**config.mk**
```make
export PLATFORM = sky130hd
export DESIGN_NAME = lifo_buffer
export DESIGN_NICKNAME = d
export VERILOG_FILES = /design/src/rtl/lifo_buffer.sv
export SDC_FILE = /design/constraint.sdc
export NUM_CORES = 1
export LEC_CHECK = 0
export BUFFER_PORTS_ARGS = -buffer_cell sky130_fd_sc_hd__buf_2
export CELL_PAD_IN_SITES_DETAIL_PLACEMENT = 0
export CELL_PAD_IN_SITES_GLOBAL_PLACEMENT = 1
export CORE_ASPECT_RATIO = 0.7
export CORE_MARGIN = 2
export CORE_UTILIZATION = 35
export DETAILED_ROUTE_END_ITERATION = 10
export PLACE_DENSITY = 0.61
export SLEW_MARGIN = 20
export SYNTH_ARGS = -nofsm -noshare
export SYNTH_HDL_FRONTEND = slang
export SYNTH_SLANG_ARGS = --single-unit
```
**constraint.sdc**
```tcl
create_clock -name clk -period 7.1 [get_ports clk]
set_input_delay 1.065 -clock clk [delete_from_list [all_inputs] [get_ports clk]]
set_output_delay 1.065 -clock clk [all_outputs]
set_load 0.1 [all_outputs]
```
**src/rtl/lifo_buffer.sv**
```systemverilog
// Parametrised LIFO with replace-top, empty bypass, combinational peek,
// occupancy decode, sticky overflow/underflow flags and a pop strobe.
module lifo_buffer #(
  parameter int DEPTH     = 8,
  parameter int BANDWIDTH = 4,
  parameter int AF_LEVEL  = DEPTH - 1,
  localparam int CW       = $clog2(DEPTH) + 1
) (
  input  logic                 clk,
  input  logic                 rstn,
  input  logic                 clr,
  input  logic                 push,
  input  logic                 pop,
  input  logic [BANDWIDTH-1:0] data_in,
  output logic [BANDWIDTH-1:0] data_out,
  output logic                 valid_out,
  output logic [BANDWIDTH-1:0] top,
  output logic [CW-1:0]        count,
  output logic                 full,
  output logic                 empty,
  output logic                 almost_full,
  output logic                 overflow,
  output logic                 underflow
);

  localparam int AW = $clog2(DEPTH);

  logic [BANDWIDTH-1:0] mem [DEPTH];

  logic [CW-1:0]        ptr_q, ptr_d;
  logic [BANDWIDTH-1:0] dout_q, dout_d;
  logic                 valid_q, valid_d;
  logic                 ovf_q, ovf_d;
  logic                 unf_q, unf_d;

  logic                 we;
  logic [AW-1:0]        wr_idx;
  logic [AW-1:0]        top_idx;
  logic [BANDWIDTH-1:0] top_ent;

  assign top_idx = AW'(ptr_q - CW'(1));
  assign top_ent = mem[top_idx];

  assign count       = ptr_q;
  assign full        = (ptr_q == CW'(DEPTH));
  assign empty       = (ptr_q == '0);
  assign almost_full = (ptr_q >= CW'(AF_LEVEL));
  assign top         = empty ? '0 : top_ent;
  assign data_out    = dout_q;
  assign valid_out   = valid_q;
  assign overflow    = ovf_q;
  assign underflow   = unf_q;

  always_comb begin
    ptr_d   = ptr_q;
    dout_d  = dout_q;
    valid_d = 1'b0;
    ovf_d   = ovf_q;
    unf_d   = unf_q;
    we      = 1'b0;
    wr_idx  = ptr_q[AW-1:0];
    if (clr) begin
      ptr_d = '0;
      ovf_d = 1'b0;
      unf_d = 1'b0;
    end else begin
      case ({push, pop})
        2'b10: begin
          if (full) begin
            ovf_d = 1'b1;
          end else begin
            we    = 1'b1;
            ptr_d = ptr_q + CW'(1);
          end
        end
        2'b01: begin
          if (empty) begin
            unf_d = 1'b1;
          end else begin
            dout_d  = top_ent;
            ptr_d   = ptr_q - CW'(1);
            valid_d = 1'b1;
          end
        end
        2'b11: begin
          // Empty: data bypasses storage; otherwise the top slot is swapped in place.
          valid_d = 1'b1;
          if (empty) begin
            dout_d = data_in;
          end else begin
            dout_d = top_ent;
            we     = 1'b1;
            wr_idx = top_idx;
          end
        end
        default: ;
      endcase
    end
  end

  always_ff @(posedge clk or posedge rstn) begin
    if (rstn) begin
      ptr_q   <= '0;
      dout_q  <= '0;
      valid_q <= 1'b0;
      ovf_q   <= 1'b0;
      unf_q   <= 1'b0;
    end else begin
      ptr_q   <= ptr_d;
      dout_q  <= dout_d;
      valid_q <= valid_d;
      ovf_q   <= ovf_d;
      unf_q   <= unf_d;
    end
  end

  always_ff @(posedge clk) begin
    if (we) begin
      mem[wr_idx] <= data_in;
    end
  end

endmodule

```
# Yosys cells after proc, flatten, opt, wreduce, memory -nomap -nowiden
# Memory sizes are Yosys's and may differ from the RTL's.
# Index checks and enable logic that the tools add are counted.
# classes
bitwise,1
eq_ne,7
n_mux,25
n_reduce_logical,11
addsub,2
n_lt_le_gt_ge,1
# ops
op,count
two-way mux 4 bit,6
case mux 4 bit (2 select lines),2
two-way mux 1 bit,12
nonzero test 2 bit,5
two-way mux 3 bit,3
"!= test 3 bit, second input constant",2
AND reduction 3 bit,2
"adder 4 x 1 -> 4 bit, second input constant",1
"equality test 2 bit, second input constant",2
"equality test 4 bit, second input constant",1
">= comparator 4 x 3 -> 1 bit, second input constant",1
zero test 4 bit,1
case mux 1 bit (2 select lines),2
AND reduction 2 bit,2
"subtractor 4 x 1 -> 4 bit, second input constant",1
nonzero test 3 bit,1
"equality test 2 x 1 -> 1 bit, second input constant",1
"!= test 2 bit, second input constant",1
inverter 1 bit,1
# word_totals
ram_bits,32
input_bits,9
out_inout_bits,18
wordCells,53
memories,1
reg_bits,11
# mem_list
memory,words,word_bits,rd,rd_ports_with_merged_regs,write_ports,line_no,text
mem,8,4,1,0,1,28,logic [BANDWIDTH-1:0] mem [DEPTH];

# Depth between registers and ports, before layout
# depth
ltp_word,6
depth_mapped,8
ltp_nobuf,7

# Worst setup path after synthesis
# Ideal clock, no wire load.
# synth_timing
kind,flip-flop to output port
start,"register ptr_q[0], in the netlist count[0]"
end,output top[2]
stages_incl_launch_ff,8
required_ns,6.035
arrival_time_ns,3.718
path_buffers,2
setup_slack_ns,2.317
cell_sequence,dfrtp_1 > inv_2 > ha_1 > buf_6 > buf_12 > mux2i_1 > mux4_2 > nor2_1
# synth_between
elab_chain_cells,3
elab_cells_between_ends,4
classes_between,add/sub (1); mux (1); reduce/logical (1); memory (1)
# synth_lines
element,line_no,text
start: declaration,30,"logic [CW-1:0] ptr_q, ptr_d;"
start signal: assignment,109,ptr_q <= ptr_d;
subtractor 4 x 1 -> 4 bit,n/a,
memory (8 x 4 bit),n/a,
two-way mux 4 bit (*),48,assign top = empty ? '0 : top_ent;
end: declaration,17,"output logic [BANDWIDTH-1:0] top,"
# Every way passes the cells marked *; elsewhere a longest branch is shown, timed or not.

# Worst setup path after layout
# Same ends and word-level chain as after synthesis.

==> impl_metrics.ini <==
[setup_path]
worst-path-max-fanout = 19
r2r_slack_ns = 4.21
reg2reg_from = count[0]
path_class = flip-flop to output port
required_ns = 6.03
r2r-end = mem[0][2]
cp-start-kind = flip-flop
endpoint_kind = output port
crit_arrival_ns = 3.22
ff2ff_path_depth = 4

[cts]
clk-insertion-delay-late_ns = 0.30
cts_setup_buffers = 0
h-tree-depth = 2
clkTransAtPathRegs_ns = 0.08
cts_max_path_buffers = 2
clock_sink_count = 43
cts_tree = yes
ctsResizeCount = 0
cts-root-buf = clkbuf_8
numCtsBuffers = 5
ctsHoldBuffers = 0

[timing]
setup_ws_ns = 2.82
rsz0062_at_grt = no
tightest_slew_ns = 0.943
fin_skew_ns = 0.00523
slew_headroom_pct = 37.1
tns_ns = 0
clock.fmax_mhz = 234
finalCritPeriodShare_pct = 60.3
min_period_ns = 4.28
final_hold_viol_count = 0
slew_violations = 0
finalSetupViolCount = 0

[yosys]
async_flop_share_pct = 25.6
yosys_most_used_dff = edfxtp_1
seq_area_frac_synth_pct = 60.3
synth_area_um2 = 2050
postSynthAreaPerCell_um2 = 13.4
syn_inst = 153
synth_cell_types = 36
synth-edff-count = 32
yosysWarnings = 0
syn_nets = 164
synth_seq_cells = 43

[pwr]
power_density_nw_per_um2 = 383
vdd_drop_max_mv = 0.125
leakage_nw = 0.944

[global_routing]
grtUsageTotal_pct = 14.4
antenna_found_initial = 0
grt_max_degree = 20
grt_overflow = 0
first_global_vias = 1252
grt_pass1_wl_mm = 6.80

[route]
post-route-drc-count = 0
ant_nets = 0
route.vias.total = 1246
drt_wl_total_mm = 4.31
viasPerCell = 4.89
dr.pass1.iters = 5
wl_per_cell_um = 16.9
drt_iter0_drc = 108

[cells_and_area]
fill_cells = 538
final_cell_mix = edfxtp_1, buf_2, mux2i_1
final_common_cell = edfxtp_1
fin_cells = 255
fin_area_um2 = 2340
drive_gt1_share_pct = 24.4
fin_util_pct = 41.0
antenna_cells = 0
syn_to_final_growth_pct = 14.0
finalNetCount = 190

[placement]
placed_cells = 247
dpl_cell_area_um2 = 2220
port_buffers = 26
dp_hpwl_mm = 3.24
gp_congestion = 0.808
dpl_worst_slack_ns = 3.16

[floorplanning]
num_rows = 23
ioPinCount = 27
core_area_um2 = 5700
die_w_um = 95.5
dieArea_um2 = 6490
die_h_um = 68.0
start_util_pct = 36.0

[job]
maxCapViolCount = 0

[worst_hold_path]
min_to = data_out[2]
holdPathStages = 2
hold_class = flip-flop to flip-flop
hold_start = data_out[2]

[outcome]
outcome = finished, final reports clean
## kinds of logic after synthesis
kind of cell | Yosys count | share of synthesized area [%]
AOI/OAI and AO/OA | 16 | 5.19
xor gates and xnor gates | 3 | 1.28
adders and majority gates | 2 | 1.22
buffers and inverters | 14 | 3.85
DFF | 43 | 60.3
muxes | 25 | 14.8
and+or+nand+nor | 50 | 13.4
## per-stage QoR
stage / power [W] / hold slack [ns]
after CTS: 0.000901 / 0.483
final: 0.000894 / 0.479
after global routing: 0.000931 / 0.498
after detailed placement: 0.000706 / 0.464
after floorplan: 0.000653 / 0.904
after global placement: 0.000703 / 0.458
## cells in the mapped netlist, drive strengths merged (2+ instances only)
cell | instances | area, µm²
mux2i | 19 | 190
nor2b | 4 | 25.0
clkbuf | 3 | 11.3
inv | 7 | 26.3
or4 | 2 | 15.0
nor2 | 11 | 41.3
o31ai | 4 | 30.0
a21oi | 2 | 10.0
and3 | 4 | 30.0
ha | 2 | 25.0
dfrtp | 11 | 275
and2 | 5 | 31.3
nor3 | 12 | 60.1
edfxtp | 32 | 961
o211ai | 2 | 15.0
xor2 | 2 | 17.5
mux4 | 4 | 90.1
a21o | 2 | 15.0
buf | 4 | 41.3
mux2 | 2 | 22.5
nand2 | 7 | 26.3
o21ai | 4 | 20.0
## power by group
part,internal [W],switching [W]
Clock,0.000106,0.0000899
Combinational,0.0000922,0.000303
Sequential,0.000290,0.0000136
Total,0.000488,0.000406
## cell type report
cell class                 count  area, µm²  area share, %
clock buffer                   5       68.8           2.95
clock inverter                 3       46.3           1.98
inverter                       7       26.3           1.12
multi-input combinational     96        734           31.4
sequential                    43       1240           52.9
tap                           75       93.8           4.02
timing repair buffer          26        130           5.57
## routing by layer
metal / share of wire (%) / track usage [%] / wire (µm) / vias to the layer above
met4: 0.88 / 3.75 / 38 / 0
li1: - / - / - / 615
met2: 39 / 20.7 / 1660 / 31
met5: 0 / 0 / 0 / -
met3: 5.9 / 3.74 / 255 / 7
met1: 54 / 21.7 / 2350 / 593
## state kept, by name, indices dropped and copies added, names as in the netlist
signal     count
overflow       1
mem           32
underflow      1
valid_out      1
data_out       4
count          4
## worst max-delay path, cell delays in order (launching register included)
cell	delay, ns
dfrtp_1	0.49
inv_2	0.14
ha_1	0.94
mux2i_1	0.26
mux4_2	0.56
nor2_1	0.09
buf_2	0.43
## how the worst max path moves through the flow
stage                     startpoint  endpoint  slack, ns  depth (start not counted)
after floorplan             count[0]    top[2]       2.32                          7
after global placement      count[0]    top[0]       3.22                          6
after detailed placement    count[0]    top[0]       3.16                          6
after CTS                   count[0]    top[0]       2.82                          6
after global routing        count[0]    top[0]       2.64                          6
final                       count[0]    top[2]       2.82                          6
No activity file was read; power rests on OpenSTA's default activity.
